==> src/rtl/key_step_ctrl_if.sv <==
// key_step_ctrl_if: debounced key and halt in; CPU enable, mode and press status out
interface key_step_ctrl_if #(
  parameter int CNT_W = 16
);
  logic key_level;
  logic halt;
  logic cpu_ce;
  logic run_mode;
  logic press_short;
  logic press_long;
  logic [CNT_W-1:0] step_cnt;
  modport master (
    output key_level, halt,
    input  cpu_ce, run_mode, press_short, press_long, step_cnt
  );
  modport slave (
    input  key_level, halt,
    output cpu_ce, run_mode, press_short, press_long, step_cnt
  );
endinterface

==> src/rtl/key_step_ctrl.sv <==
// key_step_ctrl: single-step / free-run CPU clock-enable controller fed by a debounced key
// KEY_STEP_SAT_EN defined: step_cnt saturates at all-ones; undefined: step_cnt wraps.
module key_step_ctrl #(
  parameter int LONG_CNT = 50_000_000,
  parameter int RUN_DIV  = 1,
  parameter int CNT_W    = 16
) (
  input logic clk,
  input logic rst,
  key_step_ctrl_if.slave bus
);
  localparam int HW = $clog2(LONG_CNT);
  localparam int DW = RUN_DIV > 1 ? $clog2(RUN_DIV) : 1;
  localparam logic [HW-1:0] HOLD_MAX = HW'(LONG_CNT - 1);
  localparam logic [DW-1:0] DIV_MAX  = DW'(RUN_DIV - 1);
  typedef enum logic [1:0] {IDLE, PRESS, HELD} state_t;
  state_t state, state_nxt;
  logic key_d, rise, fall;
  logic [HW-1:0] hold_cnt, hold_nxt;
  logic [DW-1:0] div_cnt;
  logic short_nxt, long_nxt, run_nxt, run_ce, ce_nxt;
  logic [CNT_W-1:0] cnt_nxt;
  assign rise = bus.key_level & ~key_d;
  assign fall = ~bus.key_level & key_d;
  assign run_ce = bus.run_mode & ~bus.halt & (div_cnt == DIV_MAX);
  assign ce_nxt = (short_nxt & ~bus.run_mode) | run_ce;
  assign run_nxt = ~bus.halt & (bus.run_mode ^ long_nxt);
`ifdef KEY_STEP_SAT_EN
  assign cnt_nxt = &bus.step_cnt ? bus.step_cnt : bus.step_cnt + 1'b1;
`else
  assign cnt_nxt = bus.step_cnt + 1'b1;
`endif
  // press classifier state register
  always_ff @(posedge clk) begin
    if (rst) state <= IDLE;
    else state <= state_nxt;
  end
  // classify a press as short or long while tracking how long the key is held
  always_comb begin
    state_nxt = state;
    hold_nxt = hold_cnt;
    short_nxt = 1'b0;
    long_nxt = 1'b0;
    case (state)
      IDLE: begin
        if (rise) begin
          state_nxt = PRESS;
          hold_nxt = '0;
        end
      end
      PRESS: begin
        if (bus.key_level && hold_cnt == HOLD_MAX) begin
          state_nxt = HELD;
          long_nxt = 1'b1;
        end else if (fall) begin
          state_nxt = IDLE;
          short_nxt = 1'b1;
        end else begin
          hold_nxt = hold_cnt + 1'b1;
        end
      end
      HELD: state_nxt = fall ? IDLE : HELD;
      default: state_nxt = IDLE;
    endcase
  end
  // registered pulses, mode, run divider and cpu_ce bookkeeping
  always_ff @(posedge clk) begin
    if (rst) begin
      key_d <= 1'b1;
      hold_cnt <= '0;
      div_cnt <= '0;
      bus.cpu_ce <= 1'b0;
      bus.run_mode <= 1'b0;
      bus.press_short <= 1'b0;
      bus.press_long <= 1'b0;
      bus.step_cnt <= '0;
    end else begin
      key_d <= bus.key_level;
      hold_cnt <= hold_nxt;
      div_cnt <= (!bus.run_mode || div_cnt == DIV_MAX) ? '0 : div_cnt + 1'b1;
      bus.cpu_ce <= ce_nxt;
      bus.run_mode <= run_nxt;
      bus.press_short <= short_nxt;
      bus.press_long <= long_nxt;
      if (bus.cpu_ce) bus.step_cnt <= cnt_nxt;
    end
  end
endmodule
==> src/flat_wrapper.sv <==
// flat-port wrapper written by rule: the top's interface ports become plain ports
module key_step_ctrl_flat 
#(
  parameter int LONG_CNT = 50_000_000,
  parameter int RUN_DIV  = 1,
  parameter int CNT_W    = 16
)
  (clk, rst, bus_key_level, bus_halt, bus_cpu_ce, bus_run_mode, bus_press_short, bus_press_long, bus_step_cnt);
  key_step_ctrl_if #(.CNT_W(CNT_W)) bus_i ();
  input logic clk;
  input logic rst;
  input wire logic [$bits(bus_i.key_level)-1:0] bus_key_level;
  input wire logic [$bits(bus_i.halt)-1:0] bus_halt;
  output wire logic [$bits(bus_i.cpu_ce)-1:0] bus_cpu_ce;
  output wire logic [$bits(bus_i.run_mode)-1:0] bus_run_mode;
  output wire logic [$bits(bus_i.press_short)-1:0] bus_press_short;
  output wire logic [$bits(bus_i.press_long)-1:0] bus_press_long;
  output wire logic [$bits(bus_i.step_cnt)-1:0] bus_step_cnt;
  assign bus_i.key_level = bus_key_level;
  assign bus_i.halt = bus_halt;
  assign bus_cpu_ce = bus_i.cpu_ce;
  assign bus_run_mode = bus_i.run_mode;
  assign bus_press_short = bus_i.press_short;
  assign bus_press_long = bus_i.press_long;
  assign bus_step_cnt = bus_i.step_cnt;
  key_step_ctrl #(.LONG_CNT(LONG_CNT), .RUN_DIV(RUN_DIV), .CNT_W(CNT_W)) u_core (.clk(clk), .rst(rst), .bus(bus_i));
endmodule
==> config.mk <==
export PLATFORM = sky130hd
export DESIGN_NAME = key_step_ctrl_flat
export DESIGN_NICKNAME = d
export VERILOG_FILES = /design/src/rtl/key_step_ctrl_if.sv /design/src/rtl/key_step_ctrl.sv /design/src/flat_wrapper.sv
export SDC_FILE = /design/constraint.sdc
export NUM_CORES = 1
export LEC_CHECK = 0
export BUFFER_PORTS_ARGS = -buffer_cell sky130_fd_sc_hd__buf_2
export CORE_ASPECT_RATIO = 0.5
export CORE_MARGIN = 2
export CORE_UTILIZATION = 58
export CTS_CLUSTER_DIAMETER = 120
export DETAILED_ROUTE_END_ITERATION = 16
export PLACE_DENSITY = 0.88
export SETUP_SLACK_MARGIN = 0.3
export SLEW_MARGIN = 0
export SYNTH_ARGS = -nofsm -noshare
export SYNTH_HDL_FRONTEND = slang
export SYNTH_SLANG_ARGS = --single-unit
==> constraint.sdc <==
create_clock -name clk -period 2.7 [get_ports clk]
set_input_delay 0.27 -clock clk [delete_from_list [all_inputs] [get_ports clk]]
set_output_delay 0.27 -clock clk [all_outputs]
set_load 0.02 [all_outputs]
==> results_dict.tcl <==
set metrics [dict create \
    grt_start_max_net_pins 32 \
    nets 319 \
    cts_tree "built" \
    ys_types 54 \
    worst_slew_pin_slew_ps 694 \
    fin_area_sq_um 2790 \
    critical_path_class "reg -> reg" \
    area_growth_pct 11.3 \
    synthTopCellsByArea "dfxtp_1 (40%), nand4_1 (4.0%), nor2_1 (3.7%)" \
    htree_levels 2 \
    dp_hpwl_microns 4200 \
    hp-start "bus_halt" \
    drt_iter0_markers 182 \
    r2r_end "u_core.hold_cnt[19]$_SDFFE_PP0P_" \
    hold_path_depth 2 \
    syn_nets 295 \
    rsz0062_at_grt "true" \
    synth_commonest_cells "dfxtp_1 (50), nor2_1 (25), nand2_1 (24), nor3_1 (17), nand4_1 (16)" \
    synth-seq-cells 50 \
    synth.most_common_cell "dfxtp_1" \
    startpoint "u_core.hold_cnt[0]$_SDFFE_PP0P_" \
    final_hold_viol_count 0 \
    clk-insertion-delay-late_ps 310 \
    viasPerCell 6.58 \
    final_antenna_net_count 0 \
    fp.dieH_microns 50.5 \
    peakVddDrop_mv 0.400 \
    dieArea_sq_um 4890 \
    cp_max_fo 11 \
    pin_count 24 \
    hold-path-endpoint "u_core.bus.run_mode$_SDFF_PP0_" \
    clk_pin_slew_worst_paths_ps 100 \
    syn_area_sq_um 2510 \
    cap_violations 0 \
    drive_gt1_share_pct 16.2 \
    grt_pass1_wl_microns 10100 \
    fin_crit_ps 2260 \
    hold_slack_ps 127 \
    antenna_found_initial 0 \
    io_buffers 23 \
    synth_top_area_share_pct 39.9 \
    final_util_pct 69.3 \
    ys_async_sr_fraction_pct 0 \
    initial_core_util_pct 62.3 \
    grt_use_total_pct 25.6 \
    rows 16 \
    drc_errors 0 \
    reg2reg_from "u_core.hold_cnt[0]$_SDFFE_PP0P_" \
    synth.yosys.seq_area_share_pct 39.9 \
    synth_cells 289 \
    status "complete, no violations" \
    ys.flop_type "dfxtp_1" \
    reg2reg_slack_ps 440 \
    endpoint_kind "flip-flop" \
    fin_setup_tns_ps 0 \
    slew_viol_final 0 \
    num-fill-cells 306 \
    core_area_sq_um 4020 \
    fmax_ghz 0.442 \
    cellLeakagePower_nw 0.995 \
    top_register "u_core.hold_cnt" \
    largest_reg_flops 26 \
    die_w_microns 97.0 \
    antennaDiodeCount 0 \
    setup_viol 0 \
    max-clock-path-buffers 2 \
    clock_sinks 50 \
    max_slew_margin_pct 53.5 \
    gp_congestion 0.986 \
    reg.largest.list "u_core.hold_cnt x26, u_core.bus.step_cnt x16, u_core.state x2" \
    cts-root-buf "clkbuf_8" \
    skew_ps 5.06 \
    overflow 0 \
    yosys_warnings 0 \
    hold_path.class "in -> reg" \
    crit_arrival_ps 2460 \
    syn_area_per_cell_sq_um 8.67 \
    cp-start-kind "flip-flop" \
    wl_per_cell_microns 16.6 \
    vias 2420 \
    reg2regPathDepth 6 \
    wl_microns 6100 \
    first_global_vias 2251 \
    cts_buffers 5 \
    cp.required_ps 2900 \
    synth_area_leader_cell "dfxtp_1" \
    synth_edf_count 0 \
    place_area_sq_um 2670 \
    drtPass1Iterations 5 \
    powerDensity_nw_per_um2 457 \
    finalCritPeriodShare_pct 83.9 \
]
-- cells by family (layout without fill, tap and decap cells) --
kind of cell	after synthesis	after routing	share of synthesized area (%)
simple gates	147	147	33.6
compound gates	55	55	16.0
flops	50	50	39.9
xor+xnor	16	16	5.59
buf+inv	15	40	2.40
mux	3	3	1.30
fa+ha+maj	2	2	0.998
other cells	1	1	0.150
-- worst max-delay path, cell delays in order, from the launching register on --
cell     delay [ps]
dfxtp_1         420
ha_2            250
and4_1          280
nand4_1         210
o21ai_4         370
nor2_1          260
a221o_1         370
-- placed cells by master (no fill, tap or decap), drive strengths merged, types with 3 or more instances in the layout --
cell type,instances
and3,5
o31ai,4
xor2,9
buf,30
a21oi,11
nor3,17
nand2b,4
o32ai,3
nor3b,4
and4,4
nor2,25
dfxtp,50
a221o,6
inv,3
nand3,13
nor4,9
nand4,17
or2,4
clkbuf,6
nor2b,4
a211o,3
or3,4
nand2,24
xnor2,7
o22a,7
o21ai,12
-- layout make-up --
type                            instances  area [sq um]  area share [%]
Multi-Input combinational cell        224          1450            51.9
Sequential cell                        50          1000            35.9
Timing Repair Buffer                   30           168            6.01
Clock buffer                            6          82.6            2.96
Tap cell                               54          67.6            2.42
Clock inverter                          2          16.3           0.583
Inverter                                2          7.51           0.269
-- layer usage --
| layer | GRT usage (%) | part of all wire (%) |
|---|---|---|
| met1 | 31.9 | 42 |
| met2 | 43.8 | 46 |
| met5 | 0 | 0 |
| met4 | 10.1 | 2.5 |
| met3 | 5.99 | 9.3 |
-- timing repair --
action	in CTS	in global routing
endpoints found under the hold margin	0	0
setup buffers	0	2
hold buffers	0	0
setup endpoints to repair	0	6
resized for setup	0	1
-- power by group --
| group | switching, mW | internal, mW | total (mW) |
|---|---|---|---|
| registers | 0.00321 | 0.740 | 0.743 |
| logic | 0.0400 | 0.0174 | 0.0573 |
| clock network | 0.262 | 0.211 | 0.474 |
| total | 0.305 | 0.969 | 1.27 |
-- metrics by stage --
| step | std cells | setup slack (ps) | power (mW) |
|---|---|---|---|
| global placement | 358 | 574 | 0.814 |
| global route | 368 | 273 | 1.31 |
| finish | 368 | 435 | 1.27 |
| detailed placement | 358 | 449 | 0.816 |
| floorplan | 289 | 646 | 0.796 |
| CTS | 366 | 410 | 1.27 |
-- how the worst max path moves through the flow --
stage	endpoint	depth (start not counted)
floorplan	u_core.hold_cnt[24]$_SDFFE_PP0P_	6
CTS	u_core.hold_cnt[24]$_SDFFE_PP0P_	6
detailed placement	u_core.hold_cnt[24]$_SDFFE_PP0P_	6
finish	u_core.hold_cnt[19]$_SDFFE_PP0P_	6
global placement	u_core.hold_cnt[24]$_SDFFE_PP0P_	6
global route	u_core.hold_cnt[20]$_SDFFE_PP0P_	6
Power figures use the tool's default switching activity.
